===== src/rtl/uart_tx_arbiter.sv =====
// Two-requester round-robin arbiter feeding a byte-wide UART transmitter.
// Grants are held for a packet, capped at MAX_BURST bytes, and revoked on owner stall.
module uart_tx_arbiter #(
  parameter int unsigned MAX_BURST    = 16,
  parameter int unsigned STALL_CYCLES = 1000
) (
  input  logic       clock,
  input  logic       clear_n,
  input  logic [7:0] r0_data,
  input  logic       r0_valid,
  input  logic       r0_last,
  output logic       r0_ready,
  input  logic [7:0] r1_data,
  input  logic       r1_valid,
  input  logic       r1_last,
  output logic       r1_ready,
  output logic [7:0] tx_data,
  output logic       tx_valid,
  input  logic       tx_ready,
  input  logic       tx_idle,
  output logic [1:0] grant,
  output logic       busy,
  output logic       abort
);

  localparam int unsigned BurstW = $clog2(MAX_BURST + 1);
  localparam logic [BurstW-1:0] BurstMax = BurstW'(MAX_BURST);
  localparam logic [15:0] StallMax = 16'(STALL_CYCLES);

  typedef enum logic [1:0] {StIdle, StServe, StDrain} state_e;

  state_e              state_q, state_d;
  logic                owner_q, owner_d;
  logic                last_q, last_d;
  logic [1:0]          grant_q, grant_d;
  logic [BurstW-1:0]   burst_q, burst_d;
  logic [15:0]         stall_q, stall_d;
  logic                drain_wait_q, drain_wait_d;
  logic                armed_q, armed_d;

  logic [7:0]          own_data;
  logic                own_valid;
  logic                own_last;
  logic [BurstW-1:0]   burst_inc;

  assign own_data  = owner_q ? r1_data  : r0_data;
  assign own_valid = owner_q ? r1_valid : r0_valid;
  assign own_last  = owner_q ? r1_last  : r0_last;
  assign burst_inc = burst_q + BurstW'(1);

  assign grant = grant_q;
  assign busy  = (state_q != StIdle);

  always_comb begin
    state_d      = state_q;
    owner_d      = owner_q;
    last_d       = last_q;
    grant_d      = grant_q;
    burst_d      = burst_q;
    stall_d      = stall_q;
    drain_wait_d = drain_wait_q;
    // Arbitration is held off for the first edge after reset release.
    armed_d      = 1'b1;
    tx_data      = 8'h00;
    tx_valid     = 1'b0;
    r0_ready     = 1'b0;
    r1_ready     = 1'b0;
    abort        = 1'b0;

    unique case (state_q)
      StIdle: begin
        if (armed_q && (r0_valid || r1_valid)) begin
          // last_q names the requester served most recently; the other wins a tie.
          owner_d = (r0_valid && r1_valid) ? ~last_q : r1_valid;
          grant_d = owner_d ? 2'b10 : 2'b01;
          burst_d = '0;
          stall_d = '0;
          state_d = StServe;
        end
      end
      StServe: begin
        if (stall_q == StallMax) begin
          abort   = 1'b1;
          grant_d = 2'b00;
          last_d  = owner_q;
          state_d = StIdle;
        end else begin
          tx_data  = own_data;
          tx_valid = own_valid;
          r0_ready = !owner_q && tx_ready;
          r1_ready = owner_q && tx_ready;
          if (own_valid && tx_ready) begin
            burst_d = burst_inc;
            stall_d = '0;
            if (own_last || (burst_inc == BurstMax)) begin
              drain_wait_d = 1'b1;
              state_d      = StDrain;
            end
          end else if (!own_valid) begin
            stall_d = stall_q + 16'd1;
          end
        end
      end
      StDrain: begin
        // tx_idle is ignored on the first DRAIN cycle: the transmitter drops
        // idle one cycle after accepting the final byte.
        drain_wait_d = 1'b0;
        if (!drain_wait_q && tx_idle) begin
          grant_d = 2'b00;
          last_d  = owner_q;
          state_d = StIdle;
        end
      end
      default: state_d = StIdle;
    endcase
  end

  always_ff @(posedge clock or negedge clear_n) begin
    if (!clear_n) begin
      state_q      <= StIdle;
      owner_q      <= 1'b0;
      last_q       <= 1'b1;
      grant_q      <= 2'b00;
      burst_q      <= '0;
      stall_q      <= '0;
      drain_wait_q <= 1'b0;
      armed_q      <= 1'b0;
    end else begin
      state_q      <= state_d;
      owner_q      <= owner_d;
      last_q       <= last_d;
      grant_q      <= grant_d;
      burst_q      <= burst_d;
      stall_q      <= stall_d;
      drain_wait_q <= drain_wait_d;
      armed_q      <= armed_d;
    end
  end

endmodule


===== config.mk =====
export PLATFORM = sky130hd
export DESIGN_NAME = uart_tx_arbiter
export DESIGN_NICKNAME = d
export VERILOG_FILES = /design/src/rtl/uart_tx_arbiter.sv
export SDC_FILE = /design/constraint.sdc
export NUM_CORES = 1
export LEC_CHECK = 0
export BUFFER_PORTS_ARGS = -buffer_cell sky130_fd_sc_hd__buf_2
export CAP_MARGIN = 30
export CORE_MARGIN = 2
export CORE_UTILIZATION = 50
export DETAILED_ROUTE_END_ITERATION = 12
export GPL_ROUTABILITY_DRIVEN = 0
export PLACE_DENSITY_LB_ADDON = 0.15
export REMOVE_ABC_BUFFERS = 1
export SLEW_MARGIN = 5
export SYNTH_ARGS = -nofsm -noshare
export SYNTH_HDL_FRONTEND = slang
export SYNTH_SLANG_ARGS = --single-unit

===== constraint.sdc =====
create_clock -name clock -period 2 [get_ports clock]
set_input_delay 0.2 -clock clock [delete_from_list [all_inputs] [get_ports clock]]
set_output_delay 0.2 -clock clock [all_outputs]
set_load 0.01 [all_outputs]

==> metrics.cfg, run 1 <==
[worst_hold_path]
min_path_type = input pin to register
hold_depth = 3
worstHoldStart = r0_valid
hold_end = owner_q

[grt]
grt.overflow.total = 0
grtUsageTotal = 0.252
antenna_found_initial = 0
grt_pass1_vias = 1949
grt_max_degree = 30
grt_pass1_wl_um = 8540

[route]
drt_first_pass_iters = 4
wl_per_cell_um = 15.2
first_iter_violations = 144
vias = 2032
wl_met3_um = 234
drt-vias-per-instance = 5.71
remaining_drc_errors = 0
final_antenna_net_count = 0
wl_met1_um = 2330
wl_um = 5400
highest-signal-layer = met4
dr_wl_met2_um = 2760

[critical_path]
cp.required_ns = 1.80
path_cells = buf_6 -> or4b_4 -> nor4_4 -> buf_2
r2r_start = stall_q[0]
crit_fanout = 2
slowest_delay_ns = 0.54
arrival_ns = 1.83
cp_slowest_cell = or4b_4
reg2regPathDepth = 7
end_kind = primary output
crit_type = register to primary output
worstSetupStartpointType = register
r2r_slack_ns = 0.02
worstReg2RegEnd = grant[1]

[timing]
worst_slew_pin_slew_ns = 0.671
timing.fmax_mhz = 494
slew_headroom = 0.553
rsz0062_at_grt = true
hold_viol_final = 0
setup_viol = 2
drv_slew = 0
post-route-min-period_ns = 2.03
setup_slack_ns = -0.0257
whs_ns = 0.306
setup_tns_ns = -0.0333
skew_ns = 0.00370
period_share = 1.01

[finish]
fill_cells = 320
nNetsFinal = 336
fin_cells = 356
n_antenna_cell = 0
drive_above_1_share = 0.363
multi_input_area_um2 = 1340
areaGrowthSynthToFinish_pct = 38.3
seqCellArea_um2 = 727

[cts]
numCtsBuffers = 5
htreeDepth = 2
clockBufferDepth = 2
clk_pin_slew_worst_paths_ns = 0.06
tritoncts = done
clock-sinks = 29
clock_latency_ns = 0.28
clock-root-buffer = clkbuf_8

[placement]
place.port_buffers = 38
dp.cells = 340
dp_hpwl_um = 3820

[floorplanning]
die_h_um = 67.3
start_util = 0.512
core_um2 = 3910
dieArea_um2 = 4530
fp.dieW_um = 67.3
std_cell_rows = 23
io_pins = 39

[synth]
synth_compound_area_frac = 0.210
ys.flop_type = dfrtp_1
async_flop_share = 1.00
yosys.area.top_type = dfrtp_1
synthMuxAreaShare = 0.0906
synth_edf_count = 0
ys_types = 48
ys_seq_area_frac = 0.363
yosys-top-cells-area = dfrtp_1 (35%), mux2i_1 (7.0%), o21ai_0 (5.5%)
yosysTopAreaCellShare = 0.350
synth_top_family_by_area = simple AND/OR/NAND/NOR gates
avgSynthCellArea_um2 = 8.63
synth_xor_area_frac = 0
synth_fa_ha_area_frac = 0.0437
synth_seq_cells = 29
syn-instance-count = 232
synthSimpleGateAreaFrac = 0.245
ys_warn_count = 0
netlist_area_um2 = 2000

[job]
drv_cap = 0

[power]
power-per-cell-area_nw_per_um2 = 996
finalPower_mw = 2.76
p_leak_nw = 1.33
peakVddDrop_v = 0.000673

[run_status]
outcome = finished, violations left
violations = setup timing

## worst max-delay path, delay by kind of cell, from the launching register on
family	cells	cell delay, ns
buf+inv	2	0.30
simple gates	2	0.83
flops	1	0.42
## routing by layer
metal / up-vias / track usage
li1: 1011 / -
met1: 946 / 0.287
met2: 68 / 0.463
met3: 7 / 0.0467
met4: 0 / 0.0944
met5: - / 0
## where the power goes
group	switching, mW	internal (mW)	total [mW]
combinational	0.812	0.714	1.53
sequential	0.0679	0.687	0.755
clock	0.238	0.241	0.478
total	1.12	1.64	2.76
## stage by stage
stage | utilization | worst slack [ns] | area (um2)
finish | 0.708 | -0.0257 | 2770
global route | 0.708 | -0.115 | 2770
CTS | 0.660 | -0.00445 | 2580
detailed placement | 0.623 | -0.0724 | 2440
global placement | 0.623 | -0.0841 | 2440
floorplan | - | -0.0763 | 1950
## Yosys cell counts, types with 2 or more instances
cell type,n
nor4b_1,2
buf_4,2
o32ai_1,2
and3_1,8
inv_1,9
o31ai_1,13
a31oi_1,7
o21ai_0,22
mux2i_1,14
o41ai_1,3
nand2_1,17
ha_1,7
buf_2,3
nor4_1,2
nor2_1,23
clkbuf_1,5
nand2b_1,4
nand3_1,14
nor2b_1,6
a22oi_1,2
dfrtp_1,28
and4bb_1,2
a41oi_1,2
mux2_4,2
nand4_1,2
nor3_1,5
a21oi_1,5
## placed cells by master, fill, tap and decap left out, types with 3 or more instances in the layout
cell	netlist	routed
clkbuf_8	0	5
nand2b_1	4	4
o21ai_1	1	5
buf_6	0	8
inv_1	9	7
and3_1	8	7
o21ai_0	22	18
o31ai_1	13	12
mux2i_1	14	14
buf_4	2	31
nand3_1	14	14
buf_2	3	37
nor2_1	23	23
nand2_1	17	16
ha_1	7	5
a21oi_1	5	5
o41ai_2	0	3
a31oi_1	7	7
nor3_1	5	3
nor2b_1	6	5
dfrtp_1	28	28
## flip-flops by register name (all words and copies together), names as in the netlist
signal / flops
stall_q: 16
burst_q: 5
armed_q: 1
last_q: 1
state_q: 2
owner_q: 1
drain_wait_q: 1
grant: 2
## layout make-up
cell class,count,share of cell area
clock buffer,6,0.0262
clock inverter,2,0.00361
inverter,9,0.0136
multi-input combinational,183,0.485
sequential,29,0.262
tap,50,0.0226
timing repair buffer,77,0.187
## worst max-delay path by stage
stage	start	end	slack, ns	cells past startpoint
2_1_floorplan	owner_q	stall_q[14]	-0.08	5
3_3_place_gp	stall_q[13]	grant[0]	-0.08	5
3_5_place_dp	stall_q[13]	grant[0]	-0.07	5
4_1_cts	state_q[1]	r1_ready	-0.004	7
5_1_grt	stall_q[0]	tx_valid	-0.11	8
6_report	stall_q[13]	abort	-0.03	4
## repair_timing
action,CTS,global route
hold buffers,1,0
setup buffers,1,6
gates resized for setup,11,30
gates cloned,0,1
pin swaps,2,7
endpoints found under the hold margin,28,0
setup endpoints to repair,19,32
## cells by family after synthesis
logic type	Yosys count
and+or+nand+nor	93
buffers and inverters	21
AOI/OAI and AO/OA	64
other	1
adders and majority gates	7
muxes	17
DFF	29
No activity file was read; power rests on OpenSTA's default activity.
==> run 2: changes to the inputs <==
--- a/config.mk
+++ b/config.mk
@@ -12,6 +12,7 @@
 export DETAILED_ROUTE_END_ITERATION = 12
 export GPL_ROUTABILITY_DRIVEN = 0
 export PLACE_DENSITY_LB_ADDON = 0.15
+export RECOVER_POWER = 50
 export REMOVE_ABC_BUFFERS = 1
 export SLEW_MARGIN = 5
 export SYNTH_ARGS = -nofsm -noshare
==> metrics.cfg, run 2 (synthesized netlist as in run 1, its figures left out) <==
[run_status]
outcome = finished, violations left  ; unchanged
violations = setup timing  ; unchanged

[route]
vias = 2032  ; unchanged
drt_first_pass_iters = 4  ; unchanged
first_iter_violations = 144  ; unchanged
wl_um = 5400  ; about the same
remaining_drc_errors = 0  ; unchanged
drt-vias-per-instance = 5.71  ; unchanged
final_antenna_net_count = 0  ; unchanged
wl_per_cell_um = 15.2  ; about the same

[finish]
final_cell_mix = buf_2 (36), buf_4 (31), dfrtp_1 (28), nor2_1 (23), o21ai_0 (18)  ; was buf_2 (37), buf_4 (31), dfrtp_1 (28), nor2_1 (23), o21ai_0 (18)
areaGrowthSynthToFinish_pct = 38.3  ; unchanged
nNetsFinal = 336  ; unchanged
n_antenna_cell = 0  ; unchanged
fin_cells = 356  ; unchanged
seqCellArea_um2 = 727  ; unchanged
largest_register_ff_count = 16  ; unchanged
multi_input_area_um2 = 1340  ; unchanged
fin_util = 0.708  ; unchanged
fill_cells = 320  ; unchanged
drive_above_1_share = 0.363  ; unchanged
design_area_um2 = 2770  ; unchanged
layout_commonest_cell = buf_2  ; unchanged
top_register = stall_q  ; unchanged
top_regs = stall_q (16), burst_q (5)  ; unchanged

[timing]
setup_slack_ns = -0.0257  ; unchanged
setup_tns_ns = -0.0333  ; unchanged
setup_viol = 2  ; unchanged
worst_slew_pin_slew_ns = 0.746  ; was 0.671 ns
post-route-min-period_ns = 2.03  ; unchanged
skew_ns = 0.00370  ; unchanged
drv_slew = 0  ; unchanged
timing.fmax_mhz = 494  ; unchanged
rsz0062_at_grt = true  ; unchanged
period_share = 1.01  ; unchanged
slew_headroom = 0.503  ; was 0.553
hold_viol_final = 0  ; unchanged

[power]
p_leak_nw = 1.33  ; about the same
power-per-cell-area_nw_per_um2 = 996  ; about the same
peakVddDrop_v = 0.000673  ; about the same

[floorplanning]
start_util = 0.512  ; unchanged
core_um2 = 3910  ; unchanged
io_pins = 39  ; unchanged
fp.dieW_um = 67.3  ; unchanged
die_h_um = 67.3  ; unchanged
std_cell_rows = 23  ; unchanged
dieArea_um2 = 4530  ; unchanged

[placement]
place.port_buffers = 38  ; unchanged
dp.cells = 340  ; unchanged
dp_hpwl_um = 3820  ; unchanged
dpl_cell_area_um2 = 2440  ; unchanged
dp_slack_ns = -0.0724  ; unchanged

[critical_path]
critical_path_buf_inv_count = 2  ; unchanged
r2r_slack_ns = 0.02  ; about the same
r2r_start = stall_q[0]  ; unchanged
worstSetupEndpoint = abort  ; unchanged
slowest_delay_ns = 0.54  ; about the same
cp_slowest_cell = or4b_4  ; unchanged
crit_type = register to primary output  ; unchanged
cp.required_ns = 1.80  ; about the same
worstSetupStartpointType = register  ; unchanged
reg2regPathDepth = 7  ; unchanged
cp_top_family = simple AND/OR/NAND/NOR gates  ; unchanged
cp-startpoint = stall_q[13]  ; unchanged
path_cells = buf_6 -> or4b_4 -> nor4_4 -> buf_2  ; unchanged
arrival_ns = 1.83  ; about the same
end_kind = primary output  ; unchanged
crit_fanout = 2  ; unchanged
cp_num_cells = 4  ; unchanged
worstReg2RegEnd = grant[1]  ; unchanged

[cts]
clockBufferDepth = 2  ; unchanged
clock_latency_ns = 0.28  ; about the same
numCtsBuffers = 5  ; unchanged
clock-root-buffer = clkbuf_8  ; unchanged
clock-sinks = 29  ; unchanged
tritoncts = done  ; unchanged
clk_pin_slew_worst_paths_ns = 0.06  ; about the same
htreeDepth = 2  ; unchanged

[worst_hold_path]
hold_depth = 3  ; unchanged
min_path_type = input pin to register  ; unchanged

[job]
drv_cap = 0  ; unchanged

[grt]
grt.overflow.total = 0  ; unchanged
grt_max_degree = 30  ; unchanged
grtUsageTotal = 0.252  ; unchanged
grt_pass1_wl_um = 8540  ; unchanged
grt_pass1_vias = 1949  ; unchanged
antenna_found_initial = 0  ; unchanged

==> run 2: area by class of cell <==
type,count,area share
Multi-Input combinational cell,183,0.485
Tap cell,50,0.0226
Timing Repair Buffer,77,0.187
Clock buffer,6,0.0262
Inverter,9,0.0136
Sequential cell,29,0.262
Clock inverter,2,0.00361
==> run 2: how the worst min path moves through the flow <==
stage                   from    endpoint  slack (ns)
floorplan            clear_n     armed_q        -0.1
global placement     clear_n  stall_q[2]        0.27
detailed placement   clear_n  stall_q[5]        0.27
CTS                 r0_valid     owner_q        0.30
global route        r0_valid     owner_q        0.34
finish              r0_valid     owner_q        0.31
==> run 2: what timing repair did <==
action	4_1_cts	5_1_grt
hold buffers	1	0
resized for setup	11	30
gates cloned	0	1
hold endpoints to repair	28	0
pin swaps	2	7
setup buffers	1	6
setup endpoints to repair	19	32
==> run 2: metrics by stage <==
step                      power, mW  hold WS, ns
final                          2.76        0.306
after global routing           2.96        0.345
after CTS                      2.59        0.302
after detailed placement       2.08        0.273
after global placement         2.05        0.270
after floorplan                1.58      -0.0956
==> run 2: worst min-delay path, delay by kind of cell <==
family | cells | cell delay (ns)
buf+inv | 1 | 0.13
simple gates | 1 | 0.10
compound gates | 1 | 0.12
==> run 2: per-layer routing <==
metal,track usage,share of wire,up-vias
met5,0,0,-
met4,0.0944,0.013,0
met3,0.0467,0.043,7
met2,0.463,0.51,68
met1,0.287,0.43,946
li1,-,-,1011
==> run 2: power breakdown <==
part | switching (mW) | internal, mW | total (mW)
combinational | 0.812 | 0.714 | 1.53
clock | 0.238 | 0.241 | 0.478
sequential | 0.0679 | 0.687 | 0.755
